File: src/rtl/modulation_sampler_if.sv
// Bus between the modulation sampler, its BRAM read port and the modulation multiplier.
// Handshake: START is a one-cycle request with M already stable; M stays put until the multiplier answers with a one-cycle DONE.
interface modulation_sampler_if #(
  parameter int ADDR_WIDTH = 15
);
  logic [ADDR_WIDTH-1:0] ADDR;
  logic [7:0]            DATA;
  logic [7:0]            M;
  logic                  START;
  logic                  DONE;

  modport master (
    output ADDR,
    input  DATA,
    output M,
    output START,
    input  DONE
  );

  modport slave (
    input  ADDR,
    output DATA,
    input  M,
    input  START,
    output DONE
  );
endinterface

File: src/rtl/modulation_sampler.sv
// Fetches one modulation sample per UPDATE tick from BRAM and hands it to the
// multiplier over the START/M/DONE handshake, stepping the index every FREQ_DIV ticks.
module modulation_sampler #(
  parameter int ADDR_WIDTH = 15,
  parameter int DIV_WIDTH  = 16,
  parameter int RD_LATENCY = 2
) (
  input  logic                  CLK,
  input  logic                  RST,
  input  logic                  UPDATE,
  input  logic [ADDR_WIDTH-1:0] CYCLE,
  input  logic [DIV_WIDTH-1:0]  FREQ_DIV,
  modulation_sampler_if.master  bus,
  output logic [ADDR_WIDTH-1:0] IDX,
  output logic                  BUSY,
  output logic                  OVERRUN,
  output logic [2:0]            dbg_state
);

  typedef enum logic [2:0] {
    IDLE      = 3'd0,
    FETCH     = 3'd1,
    LATCH     = 3'd2,
    STROBE    = 3'd3,
    WAIT_DONE = 3'd4
  } state_t;

  // A single-cycle BRAM needs no FETCH wait, so IDLE jumps straight to LATCH.
  localparam int     FETCH_LAST = (RD_LATENCY >= 2) ? RD_LATENCY - 2 : 0;
  localparam state_t AFTER_IDLE = (RD_LATENCY <= 1) ? LATCH : FETCH;

  state_t               state;
  logic [7:0]           fetch_cnt;
  logic [DIV_WIDTH-1:0] tick_cnt;
  logic [DIV_WIDTH-1:0] div_last;
  logic                 tick_wrap;
  logic [ADDR_WIDTH-1:0] idx_next;

  always_comb begin
    div_last  = (FREQ_DIV == '0) ? '0 : FREQ_DIV - 1'b1;
    tick_wrap = (tick_cnt >= div_last);
    // >= so an index left beyond a shrunken CYCLE wraps on its next advance.
    idx_next  = (IDX >= CYCLE) ? '0 : IDX + 1'b1;
  end

  assign BUSY      = (state != IDLE);
  assign dbg_state = state;

  always_ff @(posedge CLK or posedge RST) begin
    if (RST) begin
      state     <= IDLE;
      fetch_cnt <= '0;
      tick_cnt  <= '0;
      IDX       <= '0;
      OVERRUN   <= 1'b0;
      bus.ADDR  <= '0;
      bus.M     <= '0;
      bus.START <= 1'b0;
    end else begin
      bus.START <= 1'b0;

      // Tick bookkeeping runs on every UPDATE so sample timing survives an overrun.
      if (UPDATE) begin
        if (tick_wrap) begin
          tick_cnt <= '0;
          IDX      <= idx_next;
        end else begin
          tick_cnt <= tick_cnt + 1'b1;
        end
        if (state != IDLE) begin
          OVERRUN <= 1'b1;
        end
      end

      case (state)
        IDLE: begin
          if (UPDATE) begin
            bus.ADDR  <= IDX;
            fetch_cnt <= '0;
            state     <= AFTER_IDLE;
          end
        end
        FETCH: begin
          if (fetch_cnt >= 8'(FETCH_LAST)) begin
            state <= LATCH;
          end else begin
            fetch_cnt <= fetch_cnt + 1'b1;
          end
        end
        LATCH: begin
          bus.M <= bus.DATA;
          state <= STROBE;
        end
        STROBE: begin
          bus.START <= 1'b1;
          state     <= WAIT_DONE;
        end
        WAIT_DONE: begin
          if (bus.DONE) begin
            state <= IDLE;
          end
        end
        default: state <= IDLE;
      endcase
    end
  end

endmodule
File: src/flat_wrapper.sv
// flat-port wrapper written by rule: the top's interface ports become plain ports
module modulation_sampler_flat 
#(
  parameter int ADDR_WIDTH = 15,
  parameter int DIV_WIDTH  = 16,
  parameter int RD_LATENCY = 2
)
  (CLK, RST, UPDATE, CYCLE, FREQ_DIV, IDX, BUSY, OVERRUN, dbg_state, bus_ADDR, bus_DATA, bus_M, bus_START, bus_DONE);
  modulation_sampler_if #(.ADDR_WIDTH(ADDR_WIDTH)) bus_i ();
  input  logic CLK;
  input  logic RST;
  input  logic UPDATE;
  input  logic [ADDR_WIDTH-1:0] CYCLE;
  input  logic [DIV_WIDTH-1:0] FREQ_DIV;
  output logic [ADDR_WIDTH-1:0] IDX;
  output logic BUSY;
  output logic OVERRUN;
  output logic [2:0] dbg_state;
  output wire logic [$bits(bus_i.ADDR)-1:0] bus_ADDR;
  input wire logic [$bits(bus_i.DATA)-1:0] bus_DATA;
  output wire logic [$bits(bus_i.M)-1:0] bus_M;
  output wire logic [$bits(bus_i.START)-1:0] bus_START;
  input wire logic [$bits(bus_i.DONE)-1:0] bus_DONE;
  assign bus_ADDR = bus_i.ADDR;
  assign bus_i.DATA = bus_DATA;
  assign bus_M = bus_i.M;
  assign bus_START = bus_i.START;
  assign bus_i.DONE = bus_DONE;
  modulation_sampler #(.ADDR_WIDTH(ADDR_WIDTH), .DIV_WIDTH(DIV_WIDTH), .RD_LATENCY(RD_LATENCY)) u_core (.CLK(CLK), .RST(RST), .UPDATE(UPDATE), .CYCLE(CYCLE), .FREQ_DIV(FREQ_DIV), .bus(bus_i), .IDX(IDX), .BUSY(BUSY), .OVERRUN(OVERRUN), .dbg_state(dbg_state));
endmodule
File: config.mk
export PLATFORM = sky130hd
export DESIGN_NAME = modulation_sampler_flat
export DESIGN_NICKNAME = d
export VERILOG_FILES = /design/src/rtl/modulation_sampler_if.sv /design/src/rtl/modulation_sampler.sv /design/src/flat_wrapper.sv
export SDC_FILE = /design/constraint.sdc
export NUM_CORES = 1
export LEC_CHECK = 0
export ABC_AREA = 0
export CAP_MARGIN = 20
export CORE_AREA = 2 2 89 91
export DETAILED_ROUTE_END_ITERATION = 6
export DIE_AREA = 0 0 91 93
export GPL_ROUTABILITY_DRIVEN = 0
export GPL_TIMING_DRIVEN = 0
export PLACE_DENSITY = 0.78
export SETUP_SLACK_MARGIN = 0.3
export SYNTH_ARGS = -nofsm -noshare
export SYNTH_HDL_FRONTEND = slang
export SYNTH_SLANG_ARGS = --single-unit
File: constraint.sdc
create_clock -name CLK -period 2.57 [get_ports CLK]
set_input_delay 0.6425 -clock CLK [delete_from_list [all_inputs] [get_ports CLK]]
set_output_delay 0.6425 -clock CLK [all_outputs]
set_load 0.005 [all_outputs]
# Yosys cells after proc, flatten, opt, wreduce, memory -nomap -nowiden
# Index checks and enable logic that the tools add are counted.
dict set report word_totals {
  ff_bits 67
  input_bits 43
  word_cells 43
}
dict set report classes {
  mux 11
  n_eq_ne 8
  n_addsub 4
  reduce_logical 9
  order_cmp 3
}
# operator n
set ops {}
lappend ops {{16-bit 2-to-1 mux} 2}
lappend ops {{16-bit by 1-bit adder with 16-bit output (second input constant)} 1}
lappend ops {{16-bit >= comparator} 1}
lappend ops {{16-bit logical NOT} 1}
lappend ops {{8-bit 2-to-1 mux} 2}
lappend ops {{8-bit one-hot mux with 2 select lines} 1}
lappend ops {{16-bit by 1-bit subtractor with 16-bit output (second input constant)} 1}
lappend ops {{15-bit by 1-bit adder with 15-bit output (second input constant)} 1}
lappend ops {{15-bit >= comparator} 1}
lappend ops {{15-bit 2-to-1 mux} 1}
lappend ops {{3-bit one-hot mux with 5 select lines} 1}
lappend ops {{3-bit 2-to-1 mux} 3}
lappend ops {{8-bit by 1-bit adder with 8-bit output (second input constant)} 1}
lappend ops {{8-bit by 1-bit >= comparator with 1-bit output (second input constant)} 1}
lappend ops {{3-bit by 2-bit equality test with 1-bit output (second input constant)} 2}
lappend ops {{2-bit inequality test (second input constant)} 3}
lappend ops {{2-bit AND reduction} 3}
lappend ops {{3-bit AND reduction} 2}
lappend ops {{3-bit by 1-bit equality test with 1-bit output (second input constant)} 1}
lappend ops {{3-bit equality test (second input constant)} 1}
lappend ops {{3-bit logical NOT} 1}
lappend ops {{3-bit nonzero test} 1}
lappend ops {{2-bit by 1-bit inequality test with 1-bit output (second input constant)} 1}
lappend ops {{2-bit nonzero test} 1}
lappend ops {{1-bit 2-to-1 mux} 1}

# Depth between registers and ports, before layout
dict set report depth {
  word_depth 4
  ltp_mapped 15
}

# Least setup slack after synthesis
# Ideal clock, no wire load.
dict set report synth_timing {
  path_type {in2reg}
  from {input port FREQ_DIV[5]}
  to {register u_core.IDX[10]}
  arrival_ps 3652
  setup_ps 121
  cell_stages 13
  t_required_ps 2449
  slack_ps -1203
  path_buffers 1
  path_cell_list {nor4_1 -> nand3_1 -> nor4_1 -> xor2_1 -> nand2_1 -> ha_1 -> nand4_1 -> nor3_2 -> or4b_4 -> a41oi_4 -> buf_6 -> o21ai_1 -> a22o_1}
}
dict set report synth_via {
  elab_chain_cells 4
}
# element line_no
set synth_rtl {}
lappend synth_rtl {{start, declared} flat_wrapper.sv:14} ;# input logic [DIV_WIDTH-1:0] FREQ_DIV;
lappend synth_rtl {{16-bit by 1-bit subtractor with 16-bit output / 16-bit logical NOT (equally long branches)} modulation_sampler.sv:40} ;# div_last = (FREQ_DIV == '0) ? '0 : FREQ_DIV - 1'b1;
lappend synth_rtl {{16-bit 2-to-1 mux (*)} modulation_sampler.sv:40}
lappend synth_rtl {{16-bit >= comparator (*)} modulation_sampler.sv:41} ;# tick_wrap = (tick_cnt >= div_last);
lappend synth_rtl {{2-bit AND reduction (no line) (*)} -}
lappend synth_rtl {{end signal, assigned} modulation_sampler.sv:66} ;# IDX <= idx_next;
lappend synth_rtl {{end, declared} modulation_sampler.sv:14} ;# output logic [ADDR_WIDTH-1:0] IDX,
# Mark *: on every way between the ends. The rest lies on a longest branch, timed or not.
# A chain may end at the register's enable or synchronous reset.

# Worst setup path in the final report
dict set report layout_timing {
  from {input port FREQ_DIV[6]}
  to {register u_core.IDX[4]}
}
# Same word-level chain as after synthesis.

==> flow_metrics.tcl <==
set metrics [dict create \
    status "complete, but fails checks" \
    violations "negative setup slack" \
    min_from "u_core.OVERRUN$_DFFE_PP0P_" \
    port_buffers 86 \
    synthDistinctLibCells 49 \
    synth_common_cells "dfrtp_1 (59), ha_1 (35), nand2_1 (34), inv_1 (27), nor2_1 (27)" \
    drt_iter0_markers 197 \
    multiInputGateArea_mm2 0.00238 \
    clock_latency_ns 0.34 \
    grtUsageMet1_pct 27.8 \
    syn_area_per_cell_um2 9.63 \
    area_growth_pct 46.2 \
    die_y_um 93 \
    seqPwrFrac_pct 37.6 \
    power_leakage_nw 2.48 \
    remaining_drc_errors 0 \
    rows 32 \
    timing.fmax_mhz 282 \
    seq_area_frac_synth_pct 39.6 \
    cpMaxStageDelayCell "or4b_4" \
    stdcell_count 613 \
    p_int_w 0.00228 \
    ant_nets 0 \
    crit_arrival_ns 3.77 \
    netlist_area_mm2 0.00373 \
    cp-start-kind "input port" \
    htreeDepth 3 \
    synth_top_area_cell "dfrtp_1" \
    ir_drop_mv 0.618 \
    worstSetupPathType "input port to flip-flop" \
    synth_nets 465 \
    vias 3366 \
    nFillCells 582 \
    path_clk_slew_ns 0.08 \
    clock_power_share_pct 29.4 \
    synth_flop_cell "dfrtp_1" \
    wl_per_cell_um 15.6 \
    postSynthCellCount 387 \
    powerDensity_mw_per_mm2 597 \
    totalWireLength_um 9560 \
    period_minus_slack_ns 3.54 \
    synth_top_cells_by_area "dfrtp_1 (40%), ha_1 (12%), mux2_2 (7.2%), xor2_1 (3.8%), nand2_1 (3.4%)" \
    slew_headroom_pct 41.7 \
    die_w_um 91 \
    clockRootBuffer "clkbuf_8" \
    drv_cap 0 \
    io_pins 87 \
    initial_core_util_pct 49.5 \
    diodes 0 \
    skew_ns 0.00822 \
    cts_buffer_depth 2 \
    ys_async_sr_fraction_pct 100 \
    p_sw_share_pct 30.1 \
    rr_startpoint "u_core.IDX[0]$_DFFE_PP0P_" \
    grt_max_degree 33 \
    holdCritPathClass "flip-flop to flip-flop" \
    clock_sinks 59 \
    grt_use_met3_pct 7.33 \
    cts_hold_buf 0 \
    setup_viol_count_final 31 \
    post-dp-hpwl_um 6620 \
    setup_ws_ns -0.972 \
    p_switching_w 0.000978 \
    cts_tree "done" \
    synth_edf_count 0 \
    dp_cells 576 \
    ys_ff_latch 59 \
    fin_nets 584 \
    grt_pass1_wl_um 16000 \
    viasPerCell 5.49 \
    period_share_pct 138 \
    core-area_mm2 0.00753 \
    finalHoldViolations 0 \
    path_cells "buf_8 > nor4_4 > nand4b_1 > or3_4 > buf_8 > buf_6 > and2_4 > ha_4 > nand2b_4 > a2111oi_4 > or4b_4 > a41oi_4 > buf_6 > o21ai_2 > a22o_1" \
    cts_buffers 9 \
    power_frac_comb_pct 33.0 \
    cp-end-kind "flip-flop" \
    slew_viol_final 0 \
    design.die.area_mm2 0.00846 \
    synthMostInstantiatedCell "dfrtp_1" \
    grtUsageTotal_pct 23.1 \
    register_area_mm2 0.00148 \
    grt_pass1_vias 3520 \
    worst_pin_slew_ns 0.870 \
    p_total_w 0.00325 \
    hold_slack_ns 0.458 \
    overflow 0 \
    crit_fanout 8 \
    critical_path.startpoint "FREQ_DIV[6]" \
    busiest_layer "met2" \
    post_route_cells_drive_above_1_share_pct 26.2 \
    met2_usage_pct 41.2 \
    crit_required_ns 2.80 \
    ys_warn_count 0 \
    synth_top_area_share_pct 39.6 \
    slowest_delay_ns 0.51 \
    rsz0062_at_grt "true" \
    first_pass_iters 4 \
    antenna_found_initial 0 \
]
worst max-delay path, delay by kind of cell:
kind	cells	cell delay, ns
AO/OA/AOI/OAI	4	0.63
adder cells (fa/ha/maj)	1	0.25
buffers and inverters	4	0.54
AND/OR/NAND/NOR	6	1.70
state kept, by name, summed over array words and instances (netlist names):
signal and count:
u_core.bus.START 1, u_core.dbg_state 3, u_core.bus.ADDR 15, u_core.bus.M 8, u_core.tick_cnt 16, u_core.OVERRUN 1
u_core.IDX 15
power by group through the flow:
stage	Combinational (W)	Sequential, W	Clock (W)
finish	0.00107	0.00122	0.000956
global route	0.00118	0.00125	0.00101
floorplan	0.000492	0.00122	0
detailed placement	0.000917	0.00125	0
global placement	0.000882	0.00124	0
CTS	0.00105	0.00122	0.000974
per-stage QoR:
step | setup WS, ns | setup TNS (ns) | instance area, µm² | util, %
global placement | -1.83 | -93.00 | 4750 | 63.0
detailed placement | -1.96 | -61.85 | 4770 | 63.3
finish | -0.972 | -27.46 | 5450 | 72.4
CTS | -1.04 | -28.76 | 5270 | 70.0
floorplan | -0.943 | -25.25 | 3760 | -
global route | -1.11 | -31.37 | 5450 | 72.4
worst paths after layout:
kind / to / slack, ns / cells after the start
min in group asynchronous: u_core.bus.M[2]$_DFFE_PP0P_ / 0.69 / 2
worst min-delay path: u_core.OVERRUN$_DFFE_PP0P_ / 0.46 / 1
worst min register to register: u_core.OVERRUN$_DFFE_PP0P_ / 0.46 / 1
worst max register to register: u_core.IDX[12]$_DFFE_PP0P_ / -0.01 / 8
worst max-delay path: u_core.IDX[4]$_DFFE_PP0P_ / -0.97 / 15
max in group asynchronous: u_core.tick_cnt[12]$_DFFE_PP0P_ / 1.29 / 3
final cells by class:
| class | count | area share, % |
|---|---|---|
| Sequential cell | 59 | 27.2 |
| Tap cell | 102 | 2.34 |
| Clock buffer | 9 | 2.27 |
| Buffer | 8 | 1.61 |
| Inverter | 27 | 1.86 |
| Multi-Input combinational cell | 293 | 43.6 |
| Clock inverter | 7 | 1.81 |
| Timing Repair Buffer | 108 | 19.4 |
routing by layer:
layer  vias up  part of all wire, %
met5         -                    0
met4         0                  1.3
met1      1622                   42
met3        10                  7.0
met2       112                   50
li1       1622                    -
logic make-up (layout without fill, tap and decap cells):
group / after synthesis / after routing / share of synthesized area (%)
AND/OR/NAND/NOR: 142 / 142 / 19.6
AO/OA/AOI/OAI: 71 / 71 / 12.9
flip-flops: 59 / 59 / 39.6
adder cells (fa/ha/maj): 35 / 35 / 11.7
buffers and inverters: 35 / 159 / 3.99
multiplexers: 24 / 24 / 7.25
XOR/XNOR: 21 / 21 / 4.93
layout by cell type (no fill, tap or decap), types with 4 or more instances in the layout:
| master | netlist | routed |
|---|---|---|
| a21oi_1 | 18 | 17 |
| a22o_1 | 10 | 10 |
| and3_1 | 9 | 9 |
| buf_2 | 2 | 6 |
| buf_4 | 0 | 15 |
| buf_6 | 2 | 12 |
| buf_8 | 0 | 5 |
| clkbuf_8 | 0 | 9 |
| clkdlybuf4s50_1 | 0 | 71 |
| dfrtp_1 | 59 | 56 |
| ha_1 | 35 | 29 |
| ha_4 | 0 | 4 |
| inv_1 | 27 | 24 |
| mux2_2 | 24 | 23 |
| nand2_1 | 34 | 28 |
| nand2_2 | 0 | 4 |
| nand3_1 | 18 | 16 |
| nand4_1 | 8 | 8 |
| nor2_1 | 27 | 23 |
| nor2b_1 | 8 | 8 |
| nor3_1 | 10 | 8 |
| o21ai_0 | 17 | 10 |
| o21ai_1 | 5 | 9 |
| xnor2_1 | 5 | 5 |
| xor2_1 | 16 | 14 |
timing repair:
action | CTS | global route
pin swaps | 25 | 18
cloned | 0 | 0
resized for setup | 101 | 40
endpoints found under the hold margin | 0 | 0
setup buffers | 13 | 8
endpoints found under the setup margin | 47 | 41
No activity file was read; power rests on OpenSTA's default activity.
